## config.mk

```make
export PLATFORM = sky130hd
export DESIGN_NAME = mem_arbiter
export DESIGN_NICKNAME = d
export VERILOG_FILES = /design/src/rtl/mem_arbiter.sv
export SDC_FILE = /design/constraint.sdc
export NUM_CORES = 1
export LEC_CHECK = 0
export ABC_AREA = 1
export BUFFER_PORTS_ARGS = -buffer_cell sky130_fd_sc_hd__buf_2
export CAP_MARGIN = 5
export CORE_ASPECT_RATIO = 0.6
export CORE_MARGIN = 3
export CORE_UTILIZATION = 45
export DETAILED_ROUTE_END_ITERATION = 10
export PLACE_DENSITY = 0.74
export SETUP_SLACK_MARGIN = 0.4
export SLEW_MARGIN = 20
export SYNTH_ARGS = -nofsm -noshare
export SYNTH_HDL_FRONTEND = slang
export SYNTH_SLANG_ARGS = --single-unit
```

## constraint.sdc

```tcl
create_clock -name clk -period 3.6 [get_ports clk]
set_input_delay 0.9 -clock clk [delete_from_list [all_inputs] [get_ports clk]]
set_output_delay 0.9 -clock clk [all_outputs]
set_load 0.05 [all_outputs]
```

## src/rtl/mem_arbiter.sv

```systemverilog
// Two-requester (I-cache / D-cache) arbiter onto a single shared memory port.
// One transaction outstanding at a time; ties alternate against the most recent grant.
module mem_arbiter #(
  parameter int DATA_W = 16,
  parameter int CNT_W  = 16
) (
  input  logic              clk,
  input  logic              rst,
  input  logic              i_req,
  input  logic [15:0]       i_addr,
  output logic              i_done,
  output logic [DATA_W-1:0] i_rdata,
  input  logic              d_req,
  input  logic              d_wr,
  input  logic [15:0]       d_addr,
  input  logic [DATA_W-1:0] d_wdata,
  output logic              d_done,
  output logic [DATA_W-1:0] d_rdata,
  output logic              mem_en,
  output logic              mem_wr,
  output logic [15:0]       mem_addr,
  output logic [DATA_W-1:0] mem_wdata,
  input  logic              mem_done,
  input  logic [DATA_W-1:0] mem_rdata,
  output logic              busy,
  output logic [CNT_W-1:0]  i_grant_cnt,
  output logic [CNT_W-1:0]  d_grant_cnt,
  output logic              err
);

  typedef enum logic [1:0] {IDLE, BUSY_I, BUSY_D} state_t;

  state_t            stateReg, stateNext;
  logic              lastGrantReg;  // 0: I granted most recently, 1: D
  logic              memEnReg, memWrReg;
  logic [15:0]       memAddrReg;
  logic [DATA_W-1:0] memWdataReg;
  logic              iDoneReg, dDoneReg;
  logic [DATA_W-1:0] iRdataReg, dRdataReg;
  logic [CNT_W-1:0]  iCntReg, dCntReg;
  logic              errReg;

  logic iElig, dElig, grantI, grantD, memAccept, memStray;

  // A requester is ineligible in its own done cycle, so it cannot be re-granted
  // on the stale request it is still holding.
  assign iElig  = i_req && !iDoneReg;
  assign dElig  = d_req && !dDoneReg;
  assign grantD = (stateReg == IDLE) && dElig && (!iElig || !lastGrantReg);
  assign grantI = (stateReg == IDLE) && iElig && !grantD;

  // Completion is only honoured once the command strobe has been seen by memory.
  assign memAccept = mem_done && !memEnReg && (stateReg != IDLE);
  assign memStray  = mem_done && ((stateReg == IDLE) || memEnReg);

  always_ff @(posedge clk) begin
    if (rst) stateReg <= IDLE;
    else     stateReg <= stateNext;
  end

  always_comb begin
    stateNext = stateReg;
    busy      = 1'b0;
    case (stateReg)
      IDLE: begin
        if (grantD)      stateNext = BUSY_D;
        else if (grantI) stateNext = BUSY_I;
      end
      BUSY_I, BUSY_D: begin
        busy = 1'b1;
        if (memAccept) stateNext = IDLE;
      end
      default: stateNext = IDLE;
    endcase
  end

  always_ff @(posedge clk) begin
    if (rst) begin
      lastGrantReg <= 1'b0;
      memEnReg     <= 1'b0;
      memWrReg     <= 1'b0;
      memAddrReg   <= '0;
      memWdataReg  <= '0;
      iDoneReg     <= 1'b0;
      dDoneReg     <= 1'b0;
      iRdataReg    <= '0;
      dRdataReg    <= '0;
      iCntReg      <= '0;
      dCntReg      <= '0;
      errReg       <= 1'b0;
    end else begin
      memEnReg <= grantI || grantD;
      iDoneReg <= memAccept && (stateReg == BUSY_I);
      dDoneReg <= memAccept && (stateReg == BUSY_D);
      if (memStray) errReg <= 1'b1;

      if (grantD) begin
        lastGrantReg <= 1'b1;
        memWrReg     <= d_wr;
        memAddrReg   <= d_addr;
        memWdataReg  <= d_wdata;
        if (dCntReg != '1) dCntReg <= dCntReg + 1'b1;
      end else if (grantI) begin
        lastGrantReg <= 1'b0;
        memWrReg     <= 1'b0;
        memAddrReg   <= i_addr;
        memWdataReg  <= '0;
        if (iCntReg != '1) iCntReg <= iCntReg + 1'b1;
      end

      if (memAccept && (stateReg == BUSY_I)) iRdataReg <= mem_rdata;
      if (memAccept && (stateReg == BUSY_D) && !memWrReg) dRdataReg <= mem_rdata;
    end
  end

  assign mem_en      = memEnReg;
  assign mem_wr      = memWrReg;
  assign mem_addr    = memAddrReg;
  assign mem_wdata   = memWdataReg;
  assign i_done      = iDoneReg;
  assign d_done      = dDoneReg;
  assign i_rdata     = iRdataReg;
  assign d_rdata     = dRdataReg;
  assign i_grant_cnt = iCntReg;
  assign d_grant_cnt = dCntReg;
  assign err         = errReg;

endmodule

```

; Yosys cells after proc, flatten, opt, wreduce, memory -nomap -nowiden
; Cells that the tools add are included.
[word_totals]
reg_bits = 104
input_bits = 70
out_inout_bits = 102
[op_classes]
n_addsub = 2
n_eq_ne = 6
mux = 12
bitwise = 1
n_reduce_logical = 29
[ops]
columns = cell, count
row1 = 16-bit two-way mux, 4
row2 = 16-bit by 1-bit adder with 16-bit output (second input constant), 2
row3 = 16-bit != test (second input constant), 2
row4 = 1-bit logical AND, 12
row5 = 1-bit logical NOT, 7
row6 = 2-bit two-way mux, 3
row7 = 1-bit two-way mux, 4
row8 = 2-bit case mux with 2 select lines, 1
row9 = 2-bit AND reduction, 2
row10 = 2-bit nonzero test, 2
row11 = 1-bit logical OR, 3
row12 = 3-bit != test (second input constant), 1
row13 = 3-bit AND reduction, 1
row14 = 2-bit by 1-bit == test with 1-bit output (second input constant), 1
row15 = 2-bit == test (second input constant), 1
row16 = 2-bit logical NOT, 1
row17 = 2-bit != test (second input constant), 1
row18 = 2-bit OR reduction, 1
row19 = 1-bit NOT, 1

; Depth between registers and ports, before layout
[depth]
ltp_word = 10
mapped_depth = 10

; Least setup slack after synthesis
; OpenSTA, ideal clock, no wires.
[synth_path]
path_kind = register to register
from = register iCntReg[1] (netlist: i_grant_cnt[1])
to = register iCntReg[10] (netlist: i_grant_cnt[10])
setup_ps = 117
t_arrival_ps = 1726
required_ps = 3483
setup_slack_ps = 1757
path_stages_with_launch = 8
n_path_buf = 1
path_cell_list = dfxtp_1 -> ha_1 -> nand3_2 -> inv_1 -> nand4_1 -> buf_2 -> a21oi_1 -> nor2_1
[synth_via]
elab_chain_cells = 2
[synth_lines]
columns = element, line_no
row1 = start: declaration, 40  ; logic [CNT_W-1:0] iCntReg, dCntReg;
row2 = start signal: assignment, 108  ; if (iCntReg != '1) iCntReg <= iCntReg + 1'b1;
row3 = branches (longest 2 deep; another with 16-bit by 1-bit adder with 16-bit output), -
; Parallel ways; which one is timed is not known.
; A chain may end at the register's enable or synchronous reset.

; Worst setup path after layout
[layout_path]
from = register stateReg[0]
to = register dCntReg[6] (netlist: d_grant_cnt[6])
[layout_via]
elab_chain_cells = 4
[layout_lines]
columns = element, line_no
row1 = start: declaration, 33  ; state_t stateReg, stateNext;
row2 = start signal: assignment, 58  ; else stateReg <= stateNext;
row3 = 2-bit logical NOT, 49  ; assign grantD = (stateReg == IDLE) && dElig && (!iElig || !lastGrantReg);
row4 = 1-bit logical AND (2 in a row), 49
row5 = 2-bit AND reduction (no source line), -
row6 = end signal: assignment, 102  ; if (dCntReg != '1) dCntReg <= dCntReg + 1'b1;
row7 = end: declaration, 40
; No other way between the ends.

==> run metrics <==
CP Buf/Inv Count 3; total track usage 0.220; DRT Pass-1 Iters 5; placed cell area 5480 µm²; post-CTS setup buffers 0; Comb power frac 0.350; slowest CP cell clkinv_2; grt ovf 0; critical-path maximum fanout 35; Top FF cell, synth dfxtp_1; Worst VDD drop 0.000372 V; pin count of the biggest net entering global routing 51; Yosys reg bits 104; CTS Hold Buffers Added 0; Setup TNS Final 0 ns; CTS H-tree lvls 3; DPL Wire Length 9.56 mm; Final Hold Vio Count 0; Routed WL 12.8 mm; Synth Instances 628; Hold Crit Depth 2; Die ar. 11,400 µm²; Final setup viols 0; Int Power 2.17 mW; Synth-to-Final Area Change 27.0%; Skew-Pair Late Insertion Delay 0.35 ns; clock network power share 0.275; syn_area_per_cell 7.26 µm²; I/O Pins 172; Max Root-Sink Buffers 2; Tmin final 2.28 ns; crit-path cells inv_1, ha_1, inv_1, nor2_4, nand2_4, clkinv_2, nand2_1, nand2_1, a21oi_1; Starting Density 0.479; skew final 0.0110 ns; routed len/inst 13.9 µm; fin nets 861; delay-heaviest family, CP simple AND/OR/NAND/NOR gates; Post-synth ARST share 0; RSZ-0062 raised after global routing false; post-synthesis cell area 4560 µm²; area leader, netlist dfxtp_1; post-CTS resize count 0; NetSw 1.60 mW; largest cells by area after synthesis dfxtp_1, nand2_1, a21oi_1, o21ai_0, nor2_1; TritonCTS clock tree done; largest stage delay on the critical path 0.47 ns; vias in the first global route 4,416; critical path startpoint category register; most frequent cells in the layout buf_2, nand2_1, dfxtp_1; share of layout cells above drive strength 1 0.263; Rel. slew slack 0.507; # rows 27; clock sink count 104; cts bufs inserted 9; register area share after synthesis 0.457; most common cell after layout, fill and taps aside buf_2; worst slew pin tran 0.739 ns; via count 4,702; core area 9530 µm²; required time of the critical path 3.86 ns; top cell type's share of synthesized area 0.457; Pwr Density 650 nW/µm²; DIE WIDTH 136 µm; root buf cell clkbuf_16; Design Area, Final 5790 µm²; kind of critical path reg2reg; Routed Antenna Nets 0; first-pass GRT wire length 20.7 mm; worst hold path class reg2reg; initial DRC count 407; Post-Syn Nets 703; FMAX 0.439 GHz; Post-synth EDFFs 0; Clock transition at path regs 0.08 ns; DR vias/cell 5.11; cells on worst reg2reg path 9; status finished clean; switching part of the total 0.424; arrival time at the worst endpoint 2.54 ns; fin crit share 0.632; Port Buffer Count 171; initial antenna violation count 0; max-slew violations 0; height of the die 84.0 µm; max-cap check violation count 0; CP Depth 9; Setup crit end kind register; Leak 2.52 nW; gpl congestion 0.861; ant diodes 0; Synth cell types 31; # DRC 0; Ys Warns 0; Reg power frac 0.375
worst paths after layout:
kind | slack, ns | start | endpoint
max | 1.32 | stateReg[0] | d_grant_cnt[6]
min | 0.45 | d_rdata[13] | d_rdata[13]
min reg2reg | 0.45 | d_rdata[13] | d_rdata[13]
max reg2reg | 1.32 | stateReg[0] | d_grant_cnt[6]
worst reg2reg max path, delay by kind of cell, from the launching register on:
kind / cells / cell delay (ns)
compound gates: 1 / 0.15
fa+ha+maj: 1 / 0.26
buf+inv: 3 / 0.67
flops: 1 / 0.36
simple gates: 4 / 0.74
kinds of logic (layout without fill, tap and decap cells):
family,count (synthesis),count (layout),share of synthesized area
xor+xnor,7,7,0.0134
flops,104,104,0.457
compound gates,152,152,0.167
buf+inv,86,249,0.0771
fa+ha+maj,5,5,0.0137
simple gates,274,274,0.272
metal layers:
metal | wire length, µm | track usage | part of all wire | vias up
met4 | 134 | 0.0522 | 0.010 | 0
met1 | 5860 | 0.290 | 0.46 | 2139
li1 | - | - | - | 2364
met2 | 5760 | 0.358 | 0.45 | 186
met3 | 1020 | 0.0590 | 0.080 | 13
met5 | 0 | 0 | 0 | -
synthesized netlist by cell type, types with 3 or more instances:
library cell	count
nand2_1	118
nand4_1	8
inv_1	56
buf_2	9
or2_0	16
dfxtp_1	104
nor2_4	3
o21ai_0	61
a21oi_1	77
clkbuf_1	15
ha_1	5
nor2_1	67
nand2_2	4
nand3_1	46
o21ai_1	13
xor2_1	3
xnor2_1	4
flip-flops by register name, summed over array words and instances, names as in the netlist:
register      cells
d_grant_cnt      16
mem_wr            1
i_grant_cnt      16
i_rdata          16
d_done            1
lastGrantReg      1
i_done            1
mem_wdata        16
err               1
mem_addr         16
stateReg          2
mem_en            1
d_rdata          16
layout make-up:
class	instances	area, µm²
clock buffers	9	225
clock inverters	7	90.1
fillers	879	3730
inverters	58	219
multi-input cells	438	2130
flip-flops and latches	104	2080
well taps	130	163
repair buffers	175	886
metrics by stage:
step | hold WS (ns) | power, mW | setup slack, ns | util | std cells
6_report | 0.446 | 3.77 | 1.32 | 0.608 | 921
5_1_grt | 0.455 | 3.97 | 1.09 | 0.608 | 921
4_1_cts | 0.446 | 3.79 | 1.31 | 0.608 | 921
3_5_place_dp | 0.433 | 2.76 | 0.993 | 0.575 | 905
3_3_place_gp | 0.429 | 2.73 | 1.09 | 0.575 | 905
2_1_floorplan | 0.452 | 2.45 | 1.76 | - | 628
power by group through the flow:
stage	combinational, mW	clock, mW	sequential (mW)
global placement	1.30	0	1.43
detailed placement	1.33	0	1.43
global route	1.43	1.11	1.43
floorplan	0.509	0	1.94
finish	1.32	1.04	1.41
CTS	1.33	1.05	1.41
No activity file was read; power rests on OpenSTA's default activity.
